## src/rtl/bg_scroll_fetch.sv

```systemverilog
// Scrolled background fetch: maps raster x/y to ROM coordinates and realigns
// the returned pixel with delayed syncs/blank. Define BG_SCROLL_EN to enable the per-frame scroll offset.
`timescale 1ns/1ps
module bg_scroll_fetch #(
  parameter int unsigned WIDTH  = 1024,
  parameter int unsigned HEIGHT = 512,
  parameter logic [11:0] FILL   = 12'h000,
  parameter int unsigned OFS_W  = 10
) (
  input  logic        clock,
  input  logic        reset_n,
  input  logic [10:0] hcount,
  input  logic [9:0]  vcount,
  input  logic        hsync_in,
  input  logic        vsync_in,
  input  logic        blank_in,
  input  logic [3:0]  speed,
  input  logic        pause,
  output logic [10:0] rom_x,
  output logic [9:0]  rom_y,
  input  logic [11:0] rom_pixel,
  output logic [11:0] pixel,
  output logic        hsync_out,
  output logic        vsync_out,
  output logic        blank_out,
  output logic        frame_tick
);

  localparam logic [10:0]    X_MASK   = 11'(WIDTH - 1);
  localparam logic [OFS_W:0] OFS_MASK = (OFS_W+1)'(WIDTH - 1);

  logic [OFS_W-1:0] offset;
  logic             vs_d;
  logic             armed;
  logic             boundary;
  logic [10:0]      hsum;
  logic             hs_s1, vs_s1, blank_s1, oob_s1;

  // armed masks the first cycle after reset so a low vsync_in there is not
  // mistaken for a falling edge against the vs_d reset value
  assign boundary = armed && vs_d && !vsync_in;
  assign hsum     = hcount + 11'(offset);

`ifdef BG_SCROLL_EN
  logic [OFS_W:0] ofs_sum;
  assign ofs_sum = {1'b0, offset} + (OFS_W+1)'(speed);

  always_ff @(posedge clock) begin
    if (!reset_n) begin
      offset <= '0;
    end else if (boundary && !pause) begin
      offset <= OFS_W'(ofs_sum & OFS_MASK);
    end
  end
`else
  logic unused_cfg;
  assign unused_cfg = ^{speed, pause, OFS_MASK};
  assign offset     = '0;
`endif

  always_ff @(posedge clock) begin
    if (!reset_n) begin
      vs_d       <= 1'b1;
      armed      <= 1'b0;
      frame_tick <= 1'b0;
      rom_x      <= '0;
      rom_y      <= '0;
      hs_s1      <= 1'b1;
      vs_s1      <= 1'b1;
      blank_s1   <= 1'b1;
      oob_s1     <= 1'b0;
      pixel      <= '0;
      hsync_out  <= 1'b1;
      vsync_out  <= 1'b1;
      blank_out  <= 1'b1;
    end else begin
      vs_d       <= vsync_in;
      armed      <= 1'b1;
      frame_tick <= boundary;
      // stage 1 sees the pre-update offset on a boundary cycle
      rom_x      <= hsum & X_MASK;
      rom_y      <= vcount;
      hs_s1      <= hsync_in;
      vs_s1      <= vsync_in;
      blank_s1   <= blank_in;
      oob_s1     <= (32'(vcount) >= HEIGHT);
      if (blank_s1) begin
        pixel <= '0;
      end else if (oob_s1) begin
        pixel <= FILL;
      end else begin
        pixel <= rom_pixel;
      end
      hsync_out  <= hs_s1;
      vsync_out  <= vs_s1;
      blank_out  <= blank_s1;
    end
  end

endmodule
```

## config.mk

```make
export PLATFORM = sky130hd
export DESIGN_NAME = bg_scroll_fetch
export DESIGN_NICKNAME = d
export VERILOG_FILES = /design/src/rtl/bg_scroll_fetch.sv
export SDC_FILE = /design/constraint.sdc
export NUM_CORES = 1
export LEC_CHECK = 0
export BUFFER_PORTS_ARGS = -buffer_cell sky130_fd_sc_hd__buf_2
export CORE_ASPECT_RATIO = 1.2
export CORE_UTILIZATION = 40
export CTS_CLUSTER_SIZE = 12
export DETAILED_ROUTE_END_ITERATION = 7
export GPL_TIMING_DRIVEN = 0
export PLACE_DENSITY = 0.77
export SLEW_MARGIN = 20
export SYNTH_ARGS = -nofsm -noshare
export SYNTH_HDL_FRONTEND = slang
export SYNTH_SLANG_ARGS = --single-unit
```

## constraint.sdc

```tcl
create_clock -name clock -period 2.4 [get_ports clock]
set_clock_uncertainty 0.15 [all_clocks]
set_input_delay 0.48 -clock clock [delete_from_list [all_inputs] [get_ports clock]]
set_output_delay 0.48 -clock clock [all_outputs]
set_load 0.005 [all_outputs]
```

==> qor.log, run 1 <==
qor: worst_setup_path.timing.reg2reg.setup_slack 1230 ps
qor: cts.clkSlewWorstSetupHoldPaths 100 ps
qor: cts.clock_root_buffer sky130_fd_sc_hd__clkbuf_4
qor: cells_and_area.final_layout_size_suffix_gt1_share 55.03%
qor: floorplan.die-width 51.74 µm
qor: yosys.yosysSeqAreaShare 69.13%
qor: route.detail_route.wl_per_cell 10.72 µm
qor: yosys.post_synth_inst_count 89
qor: floorplan.fp.dieH 61.69 µm
qor: min_path.hold_class in -> reg
qor: worst_setup_path.crit_path_top_delay_cell sky130_fd_sc_hd__dfxtp_1
qor: worst_setup_path.critical_path_buf_inv_count 1
qor: grt.grt_antenna_before_repair 0
qor: yosys.yosys_warnings 0
qor: grt.grt_usage 15.03%
qor: worst_setup_path.critical_path.startpoint_type register
qor: grt.largest_net_degree_at_the_start_of_global_routing 12
qor: run.maxCapViolations 0
qor: place.port_buffers 72
qor: yosys.synth-seq-cells 41
qor: sta.timing.final.hold_violations 0
qor: cts.ctsHtreeMaxLevel 2
qor: sta.setup_total_negative_slack 0 ps
qor: power.pwr_density 684.0 nW/µm²
qor: power.vdd_drop_max 0.3909 mV
qor: cts.cts_tree built
qor: floorplan.starting_density 42.23%
qor: worst_setup_path.critical_path.max_fanout 1
qor: place.dp_hpwl 1.668 mm
qor: cells_and_area.final_nets 211
qor: outcome.outcome complete, no violations
qor: sta.fmax 710.1 MHz
qor: yosys.yosysUniqueCellTypes 10
qor: worst_setup_path.timing.critical_path.slowest_cell_delay 340 ps
qor: yosys.post-synth-top-area-cell sky130_fd_sc_hd__dfxtp_1
qor: worst_setup_path.cp-startpoint rom_y[6]$_SDFF_PN0_
qor: floorplan.die_area 3191 µm²
qor: grt.number_of_global_route_vias_before_repair 759
qor: worst_setup_path.reg2reg_from oob_s1$_SDFF_PN0_
qor: worst_setup_path.crit_cells 1
qor: grt.global_route.overflow_total 0
qor: worst_setup_path.worst_ep_required_time 1770 ps
qor: cts.post_cts_resize_count 0
qor: route.post-route-drc-count 0
qor: route.initial_drt_markers 24
qor: cts.clk-insertion-delay-late 340 ps
qor: worst_setup_path.worst_setup_path_endpoint rom_y[6]
qor: sta.maxSlewViolCount 0
qor: cts.cts-hold-fix-buffers 0
qor: place.finalWeightedCongestion 0.6376
qor: yosys.synth.avg_cell_area 13.34 µm²
qor: worst_setup_path.worst_setup_path_end_kind primary output
qor: sta.timing.final.setup_violations 0
qor: cells_and_area.layout.filler_cells 242
qor: cells_and_area.layout.core_utilization 58.30%
qor: cells_and_area.antenna_cells 0
qor: worst_setup_path.worstRegToRegCells 2
qor: floorplan.io_pins 80
qor: sta.period_minus_slack 1408 ps
qor: route.routed_wl 2.177 mm
qor: sta.fin_crit_sh 58.68%
qor: route.drt-pass1-iter-count 2
qor: yosys.synth_area_leaders sky130_fd_sc_hd__dfxtp_1 (69%), sky130_fd_sc_hd__and4bb_2 (13%), sky130_fd_sc_hd__and2_1 (11%)
qor: cts.cts_buffer_depth 2
qor: cts.postCtsSetupBuffers 0
qor: worst_setup_path.worstSetupPathType reg -> out
qor: sta.grt_setup_unrepaired false
qor: floorplan.core_area 2811 µm²
qor: route.detail-route-antenna-nets 0
qor: yosys.synthDominantCellAreaShare 69.13%
qor: floorplan.fp-row-count 21
qor: route.routed_via_density 4.409
qor: worst_setup_path.path_delay_family flip-flops
qor: worst_setup_path.crit_arrival 780 ps
qor: cts.cts-buffers-inserted 5
qor: yosys.synth_nets 132
qor: yosys.syn-cell-area 1187 µm²
qor: route.dr_total_vias 895
qor: worst_setup_path.rr_endpoint pixel[2]$_SDFF_PP0_
qor: worst_setup_path.crit_chain buf_2
qor: cts.cts_sink_count 41
qor: power.power.static_leakage 0.8258 nW
qor: cells_and_area.synthToLayoutAreaGrowth 38.04%
qor: grt.grt_first_pass_wirelength 3.180 mm
-- registers in the layout, summed over array words and instances, names as in the netlist --
register,count
vsync_out,1
rom_y,10
blank_out,1
frame_tick,1
pixel,12
hs_s1,1
blank_s1,1
oob_s1,1
armed,1
hsync_out,1
vs_s1,1
rom_x,10
-- per-stage QoR --
stage          hold slack [ps]  setup slack [ps]  power, mW  cell area, µm²  std cells
3_3_place_gp             239.7              1111     0.8243            1590        195
5_1_grt                  135.0             922.4      1.185            1639        203
2_1_floorplan            236.3              1297     0.7704            1187         89
3_5_place_dp             249.4              1098     0.8284            1590        195
4_1_cts                  141.0             964.4      1.138            1639        203
6_report                 155.4             991.7      1.121            1639        203
-- area by class of cell --
| class | count | area, µm² | area share (%) |
|---|---|---|---|
| Buffer | 7 | 33.78 | 2.061 |
| Clock buffer | 8 | 48.80 | 2.977 |
| Multi-Input combinational cell | 41 | 332.8 | 20.31 |
| Sequential cell | 41 | 820.8 | 50.08 |
| Tap cell | 34 | 42.54 | 2.595 |
| Timing Repair Buffer | 72 | 360.3 | 21.98 |
-- placed cells by master, fill, tap and decap left out --
master,instances
sky130_fd_sc_hd__buf_2,74
sky130_fd_sc_hd__dfxtp_1,41
sky130_fd_sc_hd__and2_1,21
sky130_fd_sc_hd__and4bb_2,12
sky130_fd_sc_hd__clkbuf_1,6
sky130_fd_sc_hd__nand2b_1,6
sky130_fd_sc_hd__clkbuf_4,5
sky130_fd_sc_hd__clkbuf_2,1
sky130_fd_sc_hd__and4b_1,1
sky130_fd_sc_hd__buf_4,1
sky130_fd_sc_hd__conb_1,1
-- cells in the mapped netlist, drive strengths merged --
cell type  number
dfxtp          41
and2           21
and4bb         12
nand2b          6
clkbuf          4
buf             3
and4b           1
conb            1
-- report_power, final --
| part | switching, mW | total [mW] | internal (mW) |
|---|---|---|---|
| combinational | 0.0351 | 0.0938 | 0.0587 |
| sequential | 0.00733 | 0.717 | 0.710 |
| clock | 0.194 | 0.310 | 0.117 |
| total | 0.236 | 1.12 | 0.885 |
-- metal layers --
metal | vias to the layer above | GRT usage [%] | share of wire [%]
li1 | 445 | - | -
met1 | 400 | 12.71 | 36
met2 | 43 | 27.27 | 53
met3 | 7 | 5.432 | 7.5
met4 | 0 | 13.90 | 3.3
met5 | - | 0 | 0
-- how the worst min path moves through the flow --
stage | depth (start not counted) | start | endpoint
6_report | 1 | reset_n | armed$_DFF_P_
5_1_grt | 1 | reset_n | armed$_DFF_P_
4_1_cts | 1 | reset_n | armed$_DFF_P_
3_5_place_dp | 1 | hs_s1$_SDFF_PN1_ | hsync_out$_SDFF_PN1_
3_3_place_gp | 1 | hs_s1$_SDFF_PN1_ | hsync_out$_SDFF_PN1_
2_1_floorplan | 1 | hs_s1$_SDFF_PN1_ | hsync_out$_SDFF_PN1_
-- cell families (layout without fill, tap and decap cells) --
kind of cell / count (synthesis) / after routing / share of synthesized area (%)
flops: 41 / 41 / 69.13
simple gates: 40 / 40 / 27.71
buf+inv: 7 / 87 / 2.845
other cells: 1 / 1 / 0.3158
No activity file was read; power rests on OpenSTA's default activity.
==> run 2, diff against run 1 <==
--- a/config.mk
+++ b/config.mk
@@ -7,11 +7,11 @@
 export LEC_CHECK = 0
 export BUFFER_PORTS_ARGS = -buffer_cell sky130_fd_sc_hd__buf_2
 export CORE_ASPECT_RATIO = 1.2
-export CORE_UTILIZATION = 40
+export CORE_UTILIZATION = 36
 export CTS_CLUSTER_SIZE = 12
 export DETAILED_ROUTE_END_ITERATION = 7
 export GPL_TIMING_DRIVEN = 0
-export PLACE_DENSITY = 0.77
+export PLACE_DENSITY = 0.74
 export SLEW_MARGIN = 20
 export SYNTH_ARGS = -nofsm -noshare
 export SYNTH_HDL_FRONTEND = slang
==> constraint.sdc (replaced) <==
create_clock -name clock -period 1.15 [get_ports clock]
set_clock_uncertainty 0.15 [all_clocks]
set_input_delay 0.23 -clock clock [delete_from_list [all_inputs] [get_ports clock]]
set_output_delay 0.23 -clock clock [all_outputs]
set_load 0.005 [all_outputs]
==> run 2 against run 1 <==
The flow now finishes with violations (negative setup slack). Count of clock-buffer cells in the layout fell by 1. Worst hold slack got worse by 120 ps. Core utilization is 5.1 points higher. Sequential power increased by 110%. Sequential cell count did not move. Worst setup slack got worse by 1000 ps. Total power grew 130%. Final cell count increased by 12%. Via count up 8.7%. Global-route usage increased by 1.1 points. Cell area rose by 20%.
==> qor.log, run 2 (synthesized netlist as in run 1, its figures left out) <==
qor: route.routed_via_density 4.268 [was 4.409]
qor: route.detail_route.wl_per_cell 11.32 µm [was 10.72 µm]
qor: worst_setup_path.worst_setup_path_end_kind primary output [unchanged]
qor: cells_and_area.layout.area.seq 834.6 µm² [was 820.8 µm²]
qor: cts.cts_sink_count 41 [unchanged]
qor: sta.timing.final.hold_violations 0 [unchanged]
qor: grt.grt_first_pass_wirelength 3.926 mm [was 3.180 mm]
qor: place.place_area 1593 µm² [was 1590 µm²]
qor: power.seq_power_share 58.7% [was 63.9%]
qor: grt.largest_net_degree_at_the_start_of_global_routing 13 [was 12]
qor: power.part_of_the_power_in_the_clock_network 30.7% [was 27.7%]
qor: place.finalWeightedCongestion 0.6194 [was 0.6376]
qor: power.total_power 2.562 mW [was 1.121 mW]
qor: cells_and_area.registers.top_by_ff_count pixel [unchanged]
qor: cts.clkSlewWorstSetupHoldPaths 110 ps [was 100 ps]
qor: cts.clk-insertion-delay-late 340 ps [about the same]
qor: power.power_report.internal_total 2.026 mW [was 885.2 µW]
qor: cts.cts-buffers-inserted 5 [unchanged]
qor: floorplan.io_pins 80 [unchanged]
qor: route.detail-route-antenna-nets 0 [unchanged]
qor: worst_setup_path.worst_ep_required_time 770 ps [was 1770 ps]
qor: sta.grt_setup_unrepaired true [was false]
qor: cells_and_area.synthToLayoutAreaGrowth 65.96% [was 38.04%]
qor: cts.cts_buffer_depth 2 [unchanged]
qor: cells_and_area.post-route-cell-area 1971 µm² [was 1639 µm²]
qor: power.power.switching 536.3 µW [was 236.0 µW]
qor: route.routed_wl 2.581 mm [was 2.177 mm]
qor: worst_setup_path.critical_path.max_fanout 1 [unchanged]
qor: cts.cts_tree built [unchanged]
qor: grt.global_route.overflow_total 0 [unchanged]
qor: grt.grt_antenna_before_repair 0 [unchanged]
qor: power.comb_power_share 10.6% [was 8.4%]
qor: power.sw_frac_of_total 20.93% [was 21.05%]
qor: sta.setup_slack -19.91 ps [was 991.7 ps]
qor: worst_setup_path.crit_arrival 790 ps [was 780 ps]
qor: route.post-route-drc-count 0 [unchanged]
qor: sta.timing.final.setup_violations 14 [was 0]
qor: floorplan.die-width 54.43 µm [was 51.74 µm]
qor: worst_setup_path.crit_path_top_delay_cell sky130_fd_sc_hd__dfxtp_2 [was sky130_fd_sc_hd__dfxtp_1]
qor: power.vdd_drop_max 1.026 mV [was 0.3909 mV]
qor: worst_setup_path.path_delay_family flip-flops [unchanged]
qor: worst_setup_path.worstSetupPathType reg -> out [unchanged]
qor: cells_and_area.antenna_cells 0 [unchanged]
qor: cells_and_area.final_cell_mix sky130_fd_sc_hd__buf_2 (65), sky130_fd_sc_hd__dfxtp_1 (30), sky130_fd_sc_hd__dlygate4sd3_1 (24) [was sky130_fd_sc_hd__buf_2 (74), sky130_fd_sc_hd__dfxtp_1 (41), sky130_fd_sc_hd__and2_1 (21)]
qor: sta.period_minus_slack 1170 ps
qor: cells_and_area.reg.largest.list pixel (12), rom_x (10), rom_y (10) [unchanged]
qor: run.maxCapViolations 0 [unchanged]
qor: min_path.min_from rom_pixel[1] [was reset_n]
qor: worst_setup_path.critical_path.startpoint_type register [unchanged]
qor: cells_and_area.final_nets 234 [was 211]
qor: route.drt-pass1-iter-count 2 [unchanged]
qor: outcome.outcome finished with violations [was complete, no violations]
qor: worst_setup_path.timing.critical_path.slowest_cell_delay 340 ps [about the same]
qor: cells_and_area.largest_reg_flops 12 [unchanged]
qor: grt.grt_usage 16.12% [was 15.03%]
qor: sta.maxSlewViolCount 0 [unchanged]
qor: cells_and_area.layout.filler_cells 253 [was 242]
qor: floorplan.core_area 3110 µm² [was 2811 µm²]
qor: place.port_buffers 72 [unchanged]
qor: min_path.hold_class in -> reg [unchanged]
qor: cells_and_area.final_layout_size_suffix_gt1_share 56.25% [was 55.03%]
qor: floorplan.die_area 3533 µm² [was 3191 µm²]
qor: cells_and_area.layout_commonest_cell sky130_fd_sc_hd__buf_2 [unchanged]
qor: floorplan.starting_density 38.17% [was 42.23%]
qor: cts.postCtsSetupBuffers 0 [unchanged]
qor: outcome.failing_checks negative setup slack
qor: floorplan.fp-row-count 22 [was 21]
qor: power.power.static_leakage 0.9557 nW [was 0.8258 nW]
qor: route.initial_drt_markers 8 [was 24]
qor: sta.fin_crit_sh 101.7%
qor: floorplan.fp.dieH 64.91 µm [was 61.69 µm]
qor: cts.ctsHtreeMaxLevel 2 [unchanged]
qor: grt.number_of_global_route_vias_before_repair 936 [was 759]
qor: route.dr_total_vias 973 [was 895]
qor: worst_setup_path.critical_path_buf_inv_count 1 [unchanged]
qor: cts.clock_root_buffer sky130_fd_sc_hd__clkbuf_4 [unchanged]
qor: worst_setup_path.reg2reg_from blank_s1$_SDFF_PN1_ [was oob_s1$_SDFF_PN0_]
qor: worst_setup_path.crit_chain buf_2 [unchanged]
qor: power.pwr_density 1300 nW/µm² [was 684.0 nW/µm²]
qor: sta.fmax 854.8 MHz
qor: worst_setup_path.cp-startpoint rom_x[6]$_SDFF_PN0_ [was rom_y[6]$_SDFF_PN0_]
qor: cells_and_area.footprint_of_the_multi_input_gates 332.8 µm² [unchanged]
qor: place.dp_hpwl 1.707 mm [was 1.668 mm]
[run 2: changes by cell type in the layout (fill, tap and decap cells not counted), sizes merged]
| cell | change |
|---|---|
| clkinv | +1 |
| dlygate4sd3 | +24 |
| clkbuf | -2 |
[run 2: power by group through the flow]
stage               sequential [mW]  combinational [mW]  clock [mW]
finish                         1.51               0.270       0.787
CTS                            1.50               0.260       0.827
global route                   1.51               0.300       0.879
global placement               1.53               0.194           0
floorplan                      1.54              0.0706           0
detailed placement             1.53               0.201           0
[run 2: per-layer routing]
metal / global-route usage (%) / part of all wire [%] / up-vias
li1: - / - / 491
met1: 14.74 / 34 / 428
met2: 29.12 / 56 / 47
met3: 5.869 / 7.1 / 7
met4: 8.654 / 2.9 / 0
met5: 0 / 0 / -
[run 2: repair_timing]
action / CTS / global route
setup endpoints to repair: 45 / 36
pin swaps: 0 / 0
resized for setup: 2 / 19
endpoints found under the hold margin: 25 / 0
hold buffers: 24 / 0
[run 2: path summary, 6_finish.rpt]
path	slack [ps]	cells after the start	to
worst max-delay path	-20	1	rom_x[6]
worst min-delay path	40	2	pixel[1]$_SDFF_PP0_
worst max register to register	100	2	pixel[8]$_SDFF_PP0_
worst min register to register	270	1	hsync_out$_SDFF_PN1_
[run 2: final cells by class]
class	instances	area share, %
Buffer	6	1.587
Multi-Input combinational cell	41	16.89
Timing Repair Buffer	96	33.33
Clock buffer	7	3.302
Tap cell	36	2.286
Sequential cell	41	42.35
Clock inverter	1	0.2540
[run 2: worst reg2reg max path, cell delays in order, from the launching register on]
cell                       delay, ps
sky130_fd_sc_hd__dfxtp_1         370
sky130_fd_sc_hd__clkbuf_2        190
sky130_fd_sc_hd__and4bb_2        250
[run 2: stage by stage]
step | instances | hold WS (ps) | utilization, % | worst slack, ps | setup TNS [ps]
after floorplan | 89 | 107.7 | - | 140.1 | 0
after global placement | 197 | 235.7 | 51.21 | 28.30 | 0
after detailed placement | 197 | 233.5 | 51.21 | -5.589 | -5.589
after CTS | 228 | 18.87 | 61.14 | -39.50 | -597.6
after global routing | 228 | 15.77 | 63.35 | -62.22 | -1565
final | 228 | 36.35 | 63.35 | -19.91 | -69.45
==> run 3, diff against run 2 <==
--- a/config.mk
+++ b/config.mk
@@ -10,7 +10,7 @@
 export CORE_UTILIZATION = 36
 export CTS_CLUSTER_SIZE = 12
 export DETAILED_ROUTE_END_ITERATION = 7
-export GPL_TIMING_DRIVEN = 0
+export HOLD_SLACK_MARGIN = 0.03
 export PLACE_DENSITY = 0.74
 export SLEW_MARGIN = 20
 export SYNTH_ARGS = -nofsm -noshare
==> run 3 against run 2 <==
Register-to-register slack hardly changed. Sequential power hardly changed. Count of clock-buffer cells in the layout stayed put. Worst setup slack better by 14 ps. Largest power group unchanged. Highest routed layer unchanged. Final cell count is 0.88% higher. Combinational power is 4% higher. First-iteration DRC count is 100% higher. Core utilization is 1.9 points higher. The run still ends with negative setup slack left. Critical path depth stayed put. Sequential share of layout area is 1.4 points lower.
==> qor.log, run 3 (synthesized netlist as in run 1, its figures left out) <==
qor: sta.maxSlewViolCount 0 [unchanged]
qor: power.pwr_density 1346 nW/µm² [was 1300 nW/µm²]
qor: floorplan.die-width 54.43 µm [unchanged]
qor: floorplan.io_pins 80 [unchanged]
qor: run.maxCapViolations 0 [unchanged]
qor: cells_and_area.registers.top_by_ff_count pixel [unchanged]
qor: outcome.failing_checks negative setup slack [unchanged]
qor: grt.number_of_global_route_vias_before_repair 986 [was 936]
qor: route.detailroute.wirelength.met3 170 µm [was 184 µm]
qor: min_path.hold-path-cell-count 2 [unchanged]
qor: cts.clkSlewWorstSetupHoldPaths 110 ps [about the same]
qor: cts.cts_buffer_depth 2 [unchanged]
qor: floorplan.core_area 3110 µm² [unchanged]
qor: sta.setup_slack -5.953 ps [was -19.91 ps]
qor: floorplan.starting_density 38.17% [unchanged]
qor: cts.cts_tree built [unchanged]
qor: worst_setup_path.critical_path.startpoint_type register [unchanged]
qor: worst_setup_path.worstSetupPathType reg -> out [unchanged]
qor: power.vdd_drop_max 1.105 mV [was 1.026 mV]
qor: grt.grt_antenna_before_repair 0 [unchanged]
qor: worst_setup_path.rr_endpoint pixel[2]$_SDFF_PP0_ [was pixel[8]$_SDFF_PP0_]
qor: worst_setup_path.timing.reg2reg.setup_slack 110 ps [was 100 ps]
qor: cells_and_area.reg.largest.list pixel (12), rom_x (10), rom_y (10) [unchanged]
qor: route.routed_wl 2.716 mm [was 2.581 mm]
qor: sta.period_minus_slack 1156 ps [was 1170 ps]
qor: place.place_area 1579 µm² [was 1593 µm²]
qor: worst_setup_path.worst_setup_path_end_kind primary output [unchanged]
qor: worst_setup_path.crit_path_top_delay_cell sky130_fd_sc_hd__dfxtp_2 [unchanged]
qor: sta.timing.hold.ws 46.67 ps [was 36.35 ps]
qor: cells_and_area.synthToLayoutAreaGrowth 70.81% [was 65.96%]
qor: sta.fin_crit_sh 100.5% [was 101.7%]
qor: worst_setup_path.worstRegToRegCells 1 [was 2]
qor: route.post-route-drc-count 0 [unchanged]
qor: floorplan.die_area 3533 µm² [unchanged]
qor: route.dr_total_vias 1003 [was 973]
qor: worst_setup_path.critical_path.max_fanout 1 [unchanged]
qor: worst_setup_path.critical_path_buf_inv_count 1 [unchanged]
qor: sta.timing.final.hold_violations 0 [unchanged]
qor: cells_and_area.layout.filler_cells 251 [was 253]
qor: outcome.outcome finished with violations [unchanged]
qor: worst_setup_path.worst_ep_required_time 770 ps [about the same]
qor: route.met2_routed_length 1.571 mm [was 1.441 mm]
qor: route.detail-route-antenna-nets 0 [unchanged]
qor: route.detail_route.wl_per_cell 11.81 µm [was 11.32 µm]
qor: place.port_buffers 72 [unchanged]
qor: floorplan.fp.dieH 64.91 µm [unchanged]
qor: worst_setup_path.reg2reg_from oob_s1$_SDFF_PN0_ [was blank_s1$_SDFF_PN1_]
qor: power.power.static_leakage 0.9732 nW [was 0.9557 nW]
qor: cells_and_area.final_nets 236 [was 234]
qor: cells_and_area.final_cell_mix sky130_fd_sc_hd__buf_2 (65), sky130_fd_sc_hd__dfxtp_1 (33), sky130_fd_sc_hd__dlygate4sd3_1 (31) [was sky130_fd_sc_hd__buf_2 (65), sky130_fd_sc_hd__dfxtp_1 (30), sky130_fd_sc_hd__dlygate4sd3_1 (24)]
qor: sta.fmax 865.1 MHz [was 854.8 MHz]
qor: sta.grt_setup_unrepaired true [unchanged]
qor: grt.grt_first_pass_wirelength 3.891 mm [was 3.926 mm]
qor: cells_and_area.layout_commonest_cell sky130_fd_sc_hd__buf_2 [unchanged]
qor: cells_and_area.final_layout_size_suffix_gt1_share 51.55% [was 56.25%]
qor: route.dr.max_layer_used met4 [unchanged]
qor: worst_setup_path.path_delay_family flip-flops [unchanged]
qor: grt.grt_usage 15.95% [was 16.12%]
qor: worst_setup_path.crit_arrival 780 ps [was 790 ps]
qor: power.total_power 2.731 mW [was 2.562 mW]
qor: route.met1Wirelength 910 µm [was 878 µm]
qor: grt.largest_net_degree_at_the_start_of_global_routing 42 [was 13]
qor: cells_and_area.largest_reg_flops 12 [unchanged]
qor: min_path.hold-path-endpoint pixel[9]$_SDFF_PP0_ [was pixel[1]$_SDFF_PP0_]
qor: cells_and_area.antenna_cells 0 [unchanged]
qor: worst_setup_path.crit_chain buf_6 [was buf_2]
qor: floorplan.fp-row-count 22 [unchanged]
qor: cts.cts-buffers-inserted 5 [unchanged]
qor: cts.clock_root_buffer sky130_fd_sc_hd__clkbuf_4 [unchanged]
qor: place.dp_hpwl 1.548 mm [was 1.707 mm]
qor: cells_and_area.post-route-cell-area 2028 µm² [was 1971 µm²]
qor: cts.ctsHtreeMaxLevel 2 [unchanged]
qor: route.drt-pass1-iter-count 3 [was 2]
qor: place.finalWeightedCongestion 0.6064 [was 0.6194]
qor: grt.global_route.overflow_total 0 [unchanged]
qor: route.initial_drt_markers 16 [was 8]
qor: worst_setup_path.timing.critical_path.slowest_cell_delay 340 ps [about the same]
qor: sta.timing.final.setup_violations 7 [was 14]
qor: min_path.hold_class in -> reg [unchanged]
qor: cts.cts_sink_count 41 [unchanged]
qor: cts.clk-insertion-delay-late 330 ps [was 340 ps]
qor: cells_and_area.layout.core_utilization 65.21% [was 63.35%]
qor: route.routed_via_density 4.361 [was 4.268]
qor: min_path.min_from rom_pixel[9] [was rom_pixel[1]]
[run 3: final cells by class]
cell class / count / area [µm²] / area share [%]
Sequential cell: 41 / 830.8 / 40.96
Timing Repair Buffer: 104 / 734.5 / 36.21
Multi-Input combinational cell: 41 / 332.8 / 16.41
Clock buffer: 7 / 55.05 / 2.714
Tap cell: 36 / 45.04 / 2.221
Clock inverter: 1 / 30.03 / 1.481
[run 3: through the flow]
stage | instances | worst slack (ps) | TNS (ps)
5_1_grt | 230 | -69.37 | -1642
4_1_cts | 228 | -28.32 | -371.5
3_5_place_dp | 191 | 113.1 | 0
6_report | 230 | -5.953 | -15.78
3_3_place_gp | 191 | 153.1 | 0
2_1_floorplan | 89 | 140.1 | 0
[run 3: worst max-delay path by stage]
stage,slack (ps),start,endpoint,depth (start not counted)
3_3_place_gp,150,reset_n,pixel[2]$_SDFF_PP0_,3
3_5_place_dp,110,oob_s1$_SDFF_PN0_,pixel[2]$_SDFF_PP0_,1
2_1_floorplan,140,blank_s1$_SDFF_PN1_,pixel[2]$_SDFF_PP0_,2
4_1_cts,-30,pixel[8]$_SDFF_PP0_,pixel[8],1
5_1_grt,-70,pixel[3]$_SDFF_PP0_,pixel[3],1
6_report,-6,pixel[7]$_SDFF_PP0_,pixel[7],1
[run 3: timing repair]
action,in CTS,in global routing
setup endpoints to repair,33,36
buffers inserted,0,0
resized for setup,0,15
endpoints found under the hold margin,30,2
hold buffers,29,2
[run 3: report_power, final]
| group | switching, mW | internal (mW) | total (mW) |
|---|---|---|---|
| logic | 0.0833 | 0.198 | 0.282 |
| clock network | 0.423 | 0.520 | 0.942 |
| registers | 0.0239 | 1.48 | 1.51 |
[run 3: routing by layer]
metal	up-vias	track usage [%]
li1	493	-
met1	455	12.01
met2	47	30.79
met3	8	7.042
met4	0	8.333
met5	-	0
